File: config.mk
export PLATFORM = sky130hd
export DESIGN_NAME = dw_tap_bc_ctrl
export DESIGN_NICKNAME = d
export VERILOG_FILES = /design/src/rtl/dw_tap_pkg.sv /design/src/rtl/dw_tap_fsm.sv /design/src/rtl/dw_tap_bc_ctrl.sv
export SDC_FILE = /design/constraint.sdc
export NUM_CORES = 1
export LEC_CHECK = 0
export ABC_AREA = 1
export BUFFER_PORTS_ARGS = -buffer_cell sky130_fd_sc_hd__buf_4
export CAP_MARGIN = 20
export CORE_UTILIZATION = 48
export DETAILED_ROUTE_END_ITERATION = 8
export PLACE_DENSITY = 0.81
export SETUP_SLACK_MARGIN = 0.15
export SYNTH_ARGS = -nofsm -noshare
export SYNTH_HDL_FRONTEND = slang
export SYNTH_SLANG_ARGS = --single-unit
File: constraint.sdc
create_clock -name tck -period 1.2 [get_ports tck]
set_input_delay 0.12 -clock tck [delete_from_list [all_inputs] [get_ports tck]]
set_output_delay 0.12 -clock tck [all_outputs]
set_load 0.01 [all_outputs]
File: src/rtl/dw_tap_pkg.sv
// Shared types for the boundary-scan TAP controller.
// State codes follow the standard 1149.1 TAP encoding.
package dw_tap_pkg;

  typedef enum logic [3:0] {
    TLR    = 4'hF,
    RTI    = 4'hC,
    SEL_DR = 4'h7,
    CAP_DR = 4'h6,
    SH_DR  = 4'h2,
    EX1_DR = 4'h1,
    PAU_DR = 4'h3,
    EX2_DR = 4'h0,
    UPD_DR = 4'h5,
    SEL_IR = 4'h4,
    CAP_IR = 4'hE,
    SH_IR  = 4'hA,
    EX1_IR = 4'h9,
    PAU_IR = 4'hB,
    EX2_IR = 4'h8,
    UPD_IR = 4'hD
  } tap_state_t;

  localparam logic [3:0] OP_EXTEST_DEF = 4'b0000;
  localparam logic [3:0] OP_SAMPLE_DEF = 4'b0001;
  localparam logic [3:0] OP_INTEST_DEF = 4'b0010;
  localparam logic [3:0] OP_IDCODE_DEF = 4'b0011;
  localparam logic [3:0] OP_BYPASS_DEF = 4'b1111;

  typedef enum logic [1:0] {
    SEL_BSR,
    SEL_BYP,
    SEL_IDC
  } dr_sel_t;

endpackage

File: src/rtl/dw_tap_fsm.sv
// 16-state TAP controller state register and next-state graph.
// Five tms=1 edges from any state land in TLR.
module dw_tap_fsm
  import dw_tap_pkg::*;
(
  input  logic       tck,
  input  logic       rst,
  input  logic       tms,
  output tap_state_t tap_state
);

  tap_state_t nxt;

  always_ff @(posedge tck) begin
    if (rst) tap_state <= TLR;
    else     tap_state <= nxt;
  end

  always_comb begin
    nxt = tap_state;
    unique case (tap_state)
      TLR:    nxt = tms ? TLR    : RTI;
      RTI:    nxt = tms ? SEL_DR : RTI;
      SEL_DR: nxt = tms ? SEL_IR : CAP_DR;
      CAP_DR: nxt = tms ? EX1_DR : SH_DR;
      SH_DR:  nxt = tms ? EX1_DR : SH_DR;
      EX1_DR: nxt = tms ? UPD_DR : PAU_DR;
      PAU_DR: nxt = tms ? EX2_DR : PAU_DR;
      EX2_DR: nxt = tms ? UPD_DR : SH_DR;
      UPD_DR: nxt = tms ? SEL_DR : RTI;
      SEL_IR: nxt = tms ? TLR    : CAP_IR;
      CAP_IR: nxt = tms ? EX1_IR : SH_IR;
      SH_IR:  nxt = tms ? EX1_IR : SH_IR;
      EX1_IR: nxt = tms ? UPD_IR : PAU_IR;
      PAU_IR: nxt = tms ? EX2_IR : PAU_IR;
      EX2_IR: nxt = tms ? UPD_IR : SH_IR;
      UPD_IR: nxt = tms ? SEL_DR : RTI;
      default: nxt = TLR;
    endcase
  end

endmodule

File: src/rtl/dw_tap_bc_ctrl.sv
// TAP controller driving a BC_5 boundary-scan chain: IR, bypass, decode.
// Define DW_TAP_IDCODE_EN to add the 32-bit IDCODE register.
module dw_tap_bc_ctrl
  import dw_tap_pkg::*;
#(
  parameter int IR_WIDTH = 4,
  parameter logic [IR_WIDTH-1:0] OP_EXTEST = IR_WIDTH'(OP_EXTEST_DEF),
  parameter logic [IR_WIDTH-1:0] OP_SAMPLE = IR_WIDTH'(OP_SAMPLE_DEF),
  parameter logic [IR_WIDTH-1:0] OP_INTEST = IR_WIDTH'(OP_INTEST_DEF),
  parameter logic [IR_WIDTH-1:0] OP_IDCODE = IR_WIDTH'(OP_IDCODE_DEF),
  parameter logic [IR_WIDTH-1:0] OP_BYPASS = '1,
  parameter logic [31:0]         IDCODE_VAL = 32'h0000_0001
) (
  input  logic                tck,
  input  logic                rst,
  input  logic                tms,
  input  logic                tdi,
  output logic                tdo,
  output logic                tdo_en,
  output logic                bsr_si,
  input  logic                bsr_so,
  output logic                shift_dr,
  output logic                capture_en,
  output logic                update_en,
  output logic                mode,
  output logic                intest,
  output logic [3:0]          tap_state,
  output logic [IR_WIDTH-1:0] ir_q
);

  if (IR_WIDTH < 2) begin : g_bad_width
    $error("IR_WIDTH must be at least 2");
  end
  if (OP_BYPASS != '1) begin : g_bad_bypass
    $error("OP_BYPASS must be all ones");
  end
  if (IDCODE_VAL[0] != 1'b1) begin : g_bad_idcode
    $error("IDCODE_VAL bit 0 must be 1");
  end

`ifdef DW_TAP_IDCODE_EN
  localparam logic [IR_WIDTH-1:0] IR_DEF = OP_IDCODE;
`else
  localparam logic [IR_WIDTH-1:0] IR_DEF = OP_BYPASS;
`endif
  localparam logic [IR_WIDTH-1:0] IR_CAP = IR_WIDTH'(2'b01);

  tap_state_t          st;
  dr_sel_t             dr_sel;
  logic [IR_WIDTH-1:0] ir_sr;
  logic                bypass_q;
  logic                bsr_sel;

  dw_tap_fsm u_fsm (
    .tck       (tck),
    .rst       (rst),
    .tms       (tms),
    .tap_state (st)
  );

  assign tap_state = st;
  assign bsr_si    = tdi;

  // ir_q only moves on leaving UpdIR or while sitting in TLR
  always_ff @(posedge tck) begin
    if (rst) begin
      ir_sr <= '0;
      ir_q  <= IR_DEF;
    end else begin
      case (st)
        CAP_IR:  ir_sr <= IR_CAP;
        SH_IR:   ir_sr <= {tdi, ir_sr[IR_WIDTH-1:1]};
        UPD_IR:  ir_q  <= ir_sr;
        TLR:     ir_q  <= IR_DEF;
        default: ;
      endcase
    end
  end

  always_ff @(posedge tck) begin
    if (rst)               bypass_q <= 1'b0;
    else if (st == CAP_DR) bypass_q <= 1'b0;
    else if (st == SH_DR)  bypass_q <= tdi;
  end

`ifdef DW_TAP_IDCODE_EN
  logic [31:0] id_sr;

  always_ff @(posedge tck) begin
    if (st == CAP_DR)     id_sr <= IDCODE_VAL;
    else if (st == SH_DR) id_sr <= {tdi, id_sr[31:1]};
  end
`endif

  always_comb begin
    dr_sel = SEL_BYP;
    unique case (1'b1)
      (ir_q == OP_EXTEST),
      (ir_q == OP_SAMPLE),
      (ir_q == OP_INTEST): dr_sel = SEL_BSR;
`ifdef DW_TAP_IDCODE_EN
      (ir_q == OP_IDCODE): dr_sel = SEL_IDC;
`else
      (ir_q == OP_IDCODE): dr_sel = SEL_BYP;
`endif
      default:             dr_sel = SEL_BYP;
    endcase
  end

  assign bsr_sel    = (dr_sel == SEL_BSR);
  assign shift_dr   = (st == SH_DR) && bsr_sel;
  assign capture_en = !(((st == CAP_DR) || (st == SH_DR)) && bsr_sel);
  assign update_en  = (st == UPD_DR) && bsr_sel;
  assign mode       = (ir_q == OP_EXTEST) || (ir_q == OP_INTEST);
  assign intest     = (ir_q == OP_INTEST);
  assign tdo_en     = (st == SH_DR) || (st == SH_IR);

  always_comb begin
    tdo = 1'b0;
    if (st == SH_IR) begin
      tdo = ir_sr[0];
    end else if (st == SH_DR) begin
      case (dr_sel)
        SEL_BSR: tdo = bsr_so;
`ifdef DW_TAP_IDCODE_EN
        SEL_IDC: tdo = id_sr[0];
`endif
        default: tdo = bypass_q;
      endcase
    end
  end

endmodule

==> results of run 1 <==
[metrics by stage]
step	hold slack (ns)	setup slack (ns)	TNS [ns]	area (um2)	std cells
after floorplan	0.1891	0.1075	0	716.9	109
after global placement	0.3213	0.03327	0	897.1	146
after detailed placement	0.3234	0.007183	0	897.1	146
after CTS	0.03417	-0.1002	-0.2435	1160	166
[cells by family after synthesis]
logic type | count (synthesis) | synth area share (%)
AOI/OAI and AO/OA | 17 | 13.45
buffers and inverters | 19 | 11.15
DFF | 13 | 36.81
and+or+nand+nor | 60 | 38.58
[synthesized netlist by cell type]
cell type / count
nand2_1: 24
nor2_1: 15
dfxtp_1: 13
inv_1: 13
nand3_1: 9
a21oi_1: 5
o21ai_1: 5
inv_2: 4
nand4_1: 3
nor3_1: 3
o22ai_1: 3
buf_4: 2
nand2_2: 2
o21ai_0: 2
a211oi_1: 1
nand2_4: 1
nor2_2: 1
nor2_4: 1
nor4_1: 1
o21ai_2: 1
[repair_timing]
| item | CTS |
|---|---|
| endpoints found under the hold margin | 0 |
| resized for setup | 40 |
| endpoints found under the setup margin | 20 |
| pin swaps | 15 |
| setup buffers | 16 |
==> reports/qor.csv, run 1 <==
stage;metric;value;unit
status;status;stopped before the end;
status;Stopped at;global routing;
status;Tool Error;[ERROR DPL-0038] Utilization greater than 100%, impossible to legalize;
synth;flop and latch count out of synthesis;13;
floorplanning;Ports;21;
cts;clk buf depth;2;
placed_design;hpwl dp;1343;um
synth;Net Count, Synth;114;
synth;Synth cell types;20;
floorplanning;Starting Density;53.00;%
synth;top cell type's share of synthesized area;36.81;%
cts;H-tree depth;1;
synth;most area-hungry cell type in the Yosys netlist;dfxtp_1;
synth;leading post-synthesis cells by cell area;dfxtp_1 37%, nand2_1 13%, nor2_1 8.0%, inv_1 6.9%, nand3_1 6.4%;
synth;number of synthesis warnings;0;
cts;Num CTS Buffers;3;
timing;GRT worst endpoint;tdo;
floorplanning;DIE HEIGHT;40.38;um
placed_design;gpl congestion;0.8547;
global_route;largest net degree at the start of global routing;8;
cts;clock sinks;13;
synth;post-synthesis sequential area ratio;36.81;%
synth;Post-Synthesis Cells;109;
synth;post-synthesis cell area;706.9;um2
placed_design;IO Port Bufs;20;
synth;Post-Syn Area per Cell;6.486;um2
cts;CTS root buf;clkbuf_4;
floorplanning;Std-Cell Rows;13;
cts;hold bufs inserted after CTS;0;
timing;worst_ep kind;top-level output;
floorplanning;Die X;40.38;um
==> run 2, diff against run 1 <==
Settings changed: CORE_AREA set to 2 2 63 65, CORE_UTILIZATION 48 to unset, DIE_AREA set to 0 0 65 67, PLACE_DENSITY 0.81 to unset, PLACE_DENSITY_LB_ADDON set to 0.15, SETUP_SLACK_MARGIN 0.15 to unset.
==> run 2 against run 1 <==
The flow now finishes, with violations (setup timing). Synthesized area did not move. Synthesized cell count did not move.
==> reports/qor.csv, run 2 <==
stage;metric;value;unit;change
finish;commonest non-fill, non-tap cell in the layout;buf_4;;
pwr;Worst VDD drop;986.2;uV;
worst_setup_path;critical path type;flop to output port;;
worst_setup_path;Worst EP arrival;1.15;ns;
detailed_routing;DR vias/cell;4.263;;
synth;Post-Syn Area per Cell;6.486;um2;unchanged
global_route;initial antenna violation count;0;;
synth;Synth top cells by count;24 x nand2_1, 15 x nor2_1, 13 x dfxtp_1, 13 x inv_1, 9 x nand3_1;;unchanged
synth;top cell type's share of synthesized area;36.81;%;unchanged
finish;area grow syn2layout;64.60;%;
status;failing checks;setup timing;;
worst_setup_path;Worst Setup End Kind;output port;;
worst_setup_path;Worst setup SP type;flop;;
cts;clock sinks;13;;unchanged
pwr;Sw Share;44.05;%;
pwr;pwr dens;2195;nW/um2;
finish;Core Util, Final;32.27;%;
run;max-cap violations;0;;
timing;Peak Freq;784.9;MHz;
floorplanning;Starting Density;19.60;%;was 53.00%
timing;Hold WS;0.09147;ns;
worst_setup_path;Critical Path RT;1.08;ns;
global_route;GRT overflow;0;;
synth;Synth cell types;20;;unchanged
placed_design;placed cell area;947.2;um2;was 897.1 um2
pwr;Static Leak;0.5387;nW;
timing;final hold violations;0;;
finish;Final nets;152;;
timing;final period utilization;106.2;%;
finish;final instance area;1164;um2;
global_route;GRT Total Usage;10.42;%;
detailed_routing;DR DRC count;0;;
synth;Net Count, Synth;114;;unchanged
timing;Final Skew;0.005298;ns;
synth;leading post-synthesis cells by cell area;dfxtp_1 37%, nand2_1 13%, nor2_1 8.0%, inv_1 6.9%, nand3_1 6.4%;;unchanged
cts;clk buf depth;2;;unchanged
synth;number of synthesis warnings;0;;unchanged
placed_design;Setup WS pre-CTS;0.02440;ns;was 0.007183 ns
detailed_routing;Vias;827;;
detailed_routing;DRT Pass-1 Iters;4;;
detailed_routing;drt wl/cell;11.41;um;
timing;Setup TNS Final;-0.1441;ns;
min_path;HP Class;input pin to flop;;
floorplanning;Std-Cell Rows;22;;was 13
floorplanning;DIE HEIGHT;67;um;was 40.38 um
timing;transition time of the tightest slew-check pin;0.2689;ns;
floorplanning;Ports;21;;unchanged
synth;post-synthesis sequential area ratio;36.81;%;unchanged
synth;flop and latch count out of synthesis;13;;unchanged
timing;final worst setup slack;-0.07400;ns;
synth;dominant synthesized flop cell;dfxtp_1;;unchanged
synth;number of enable flip-flop cells after synthesis;0;;unchanged
pwr;Psw;1.125;mW;
timing;RSZ-0062 raised after global routing;true;;
pwr;Clock Power Share;15.4;%;
pwr;P_int;1.429;mW;
floorplanning;Die X;65;um;was 40.38 um
cts;clk_lat worst skew;0.24;ns;
timing;relative slew slack;81.97;%;
cts;Reg clk slew, reported paths;0.06;ns;
cts;Num CTS Buffers;3;;unchanged
cts;CTS root buf;clkbuf_8;;was clkbuf_4
timing;Final Setup Violations;3;;
synth;post-synthesis cell area;706.9;um2;unchanged
global_route;vias in the first global route;738;;
floorplanning;Die Area;4355;um2;
placed_design;hpwl dp;1655;um;was 1343 um
timing;Period minus WS final;1.274;ns;
detailed_routing;drt total wl;2214;um;
timing;Slew Limit Fails;0;;
synth;async set-or-reset flop fraction in the synthesized netlist;0;%;unchanged
detailed_routing;detailed router's first-iteration violation count;13;;
worst_setup_path;critical-path maximum fanout;8;;
pwr;combinational fraction of design power;53.6;%;
cts;hold bufs inserted after CTS;0;;unchanged
cts;H-tree depth;1;;unchanged
global_route;largest net degree at the start of global routing;9;;
pwr;Flop pwr share;31.0;%;
floorplanning;CORE AREA;3606;um2;
cts;TritonCTS clock tree;done;;
global_route;first-pass GRT wire length;3408;um;
synth;most area-hungry cell type in the Yosys netlist;dfxtp_1;;unchanged
finish;share of layout cells above drive strength 1;47.95;%;
synth;count leader, synth;nand2_1;;unchanged
synth;Post-Synthesis Cells;109;;unchanged
finish;Largest regs;ir_q x4, ir_sr x4, u_fsm.tap_state x4;;
placed_design;IO Port Bufs;20;;unchanged
placed_design;gpl congestion;0.7977;;was 0.8547
finish;# diodes;0;;
finish;most frequent cells in the layout;34 x buf_4, 21 x nand2_1, 12 x nor2_1;;
detailed_routing;DRT antenna net count;0;;
status;status;finished, violations left;;was stopped before the end
## run 2: critical path, cell delays in order (launching register included)
cell and delay [ns]:
dfxtp_4 0.38, nor2_4 0.12, inv_2 0.06, nor2_4 0.10
nand3_1 0.08, nand2_1 0.06, buf_4 0.11
## run 2: routing by layer
layer,share of wire [%],vias to the layer above,track usage [%]
met3,5.5,2,3.885
met2,48,22,16.37
met1,46,376,13.58
met4,0.50,0,2.128
met5,0,-,0
li1,-,427,-
## run 2: worst paths after layout
path / from / end / cells after the start / slack, ns
worst max register to register: u_fsm.tap_state[3] / u_fsm.tap_state[3] / 6 / 0.09
worst max-delay path: u_fsm.tap_state[2] / tdo / 6 / -0.07
worst min register to register: ir_sr[3] / ir_sr[3] / 2 / 0.49
worst min-delay path: rst / ir_sr[3] / 2 / 0.09
## run 2: cell type report
class | instances | area, um2
clock buffer | 4 | 45.04
timing repair buffer | 35 | 266.5
inverter | 17 | 71.32
tap | 48 | 60.06
multi-input combinational | 77 | 441.7
fill | 406 | 2442
sequential | 13 | 279.0
## run 2: through the flow
step           instances  power (mW)
2_1_floorplan        109       1.364
3_3_place_gp         181       1.824
3_5_place_dp         181       1.815
4_1_cts              188       2.368
5_1_grt              194       2.769
6_report             194       2.554
## run 2: repair_timing
item,in CTS,in global routing
pin swaps,4,9
buffers inserted,3,6
setup endpoints to repair,5,7
resized for setup,19,19
## run 2: power groups by stage
| stage | clock network (mW) | logic [mW] | registers, mW |
|---|---|---|---|
| 5_1_grt | 0.443 | 1.51 | 0.816 |
| 3_5_place_dp | 0 | 1.11 | 0.706 |
| 3_3_place_gp | 0 | 1.11 | 0.711 |
| 4_1_cts | 0.407 | 1.22 | 0.744 |
| 6_report | 0.393 | 1.37 | 0.791 |
| 2_1_floorplan | 0 | 0.615 | 0.749 |
## run 2: kinds of logic (layout without fill, tap and decap cells)
logic type             after synthesis  in the layout  synth area share (%)
AOI/OAI and AO/OA                   17             17                 13.45
buffers and inverters               19             56                 11.15
DFF                                 13             13                 36.81
and+or+nand+nor                     60             60                 38.58
(Power assumes the default switching activity.)
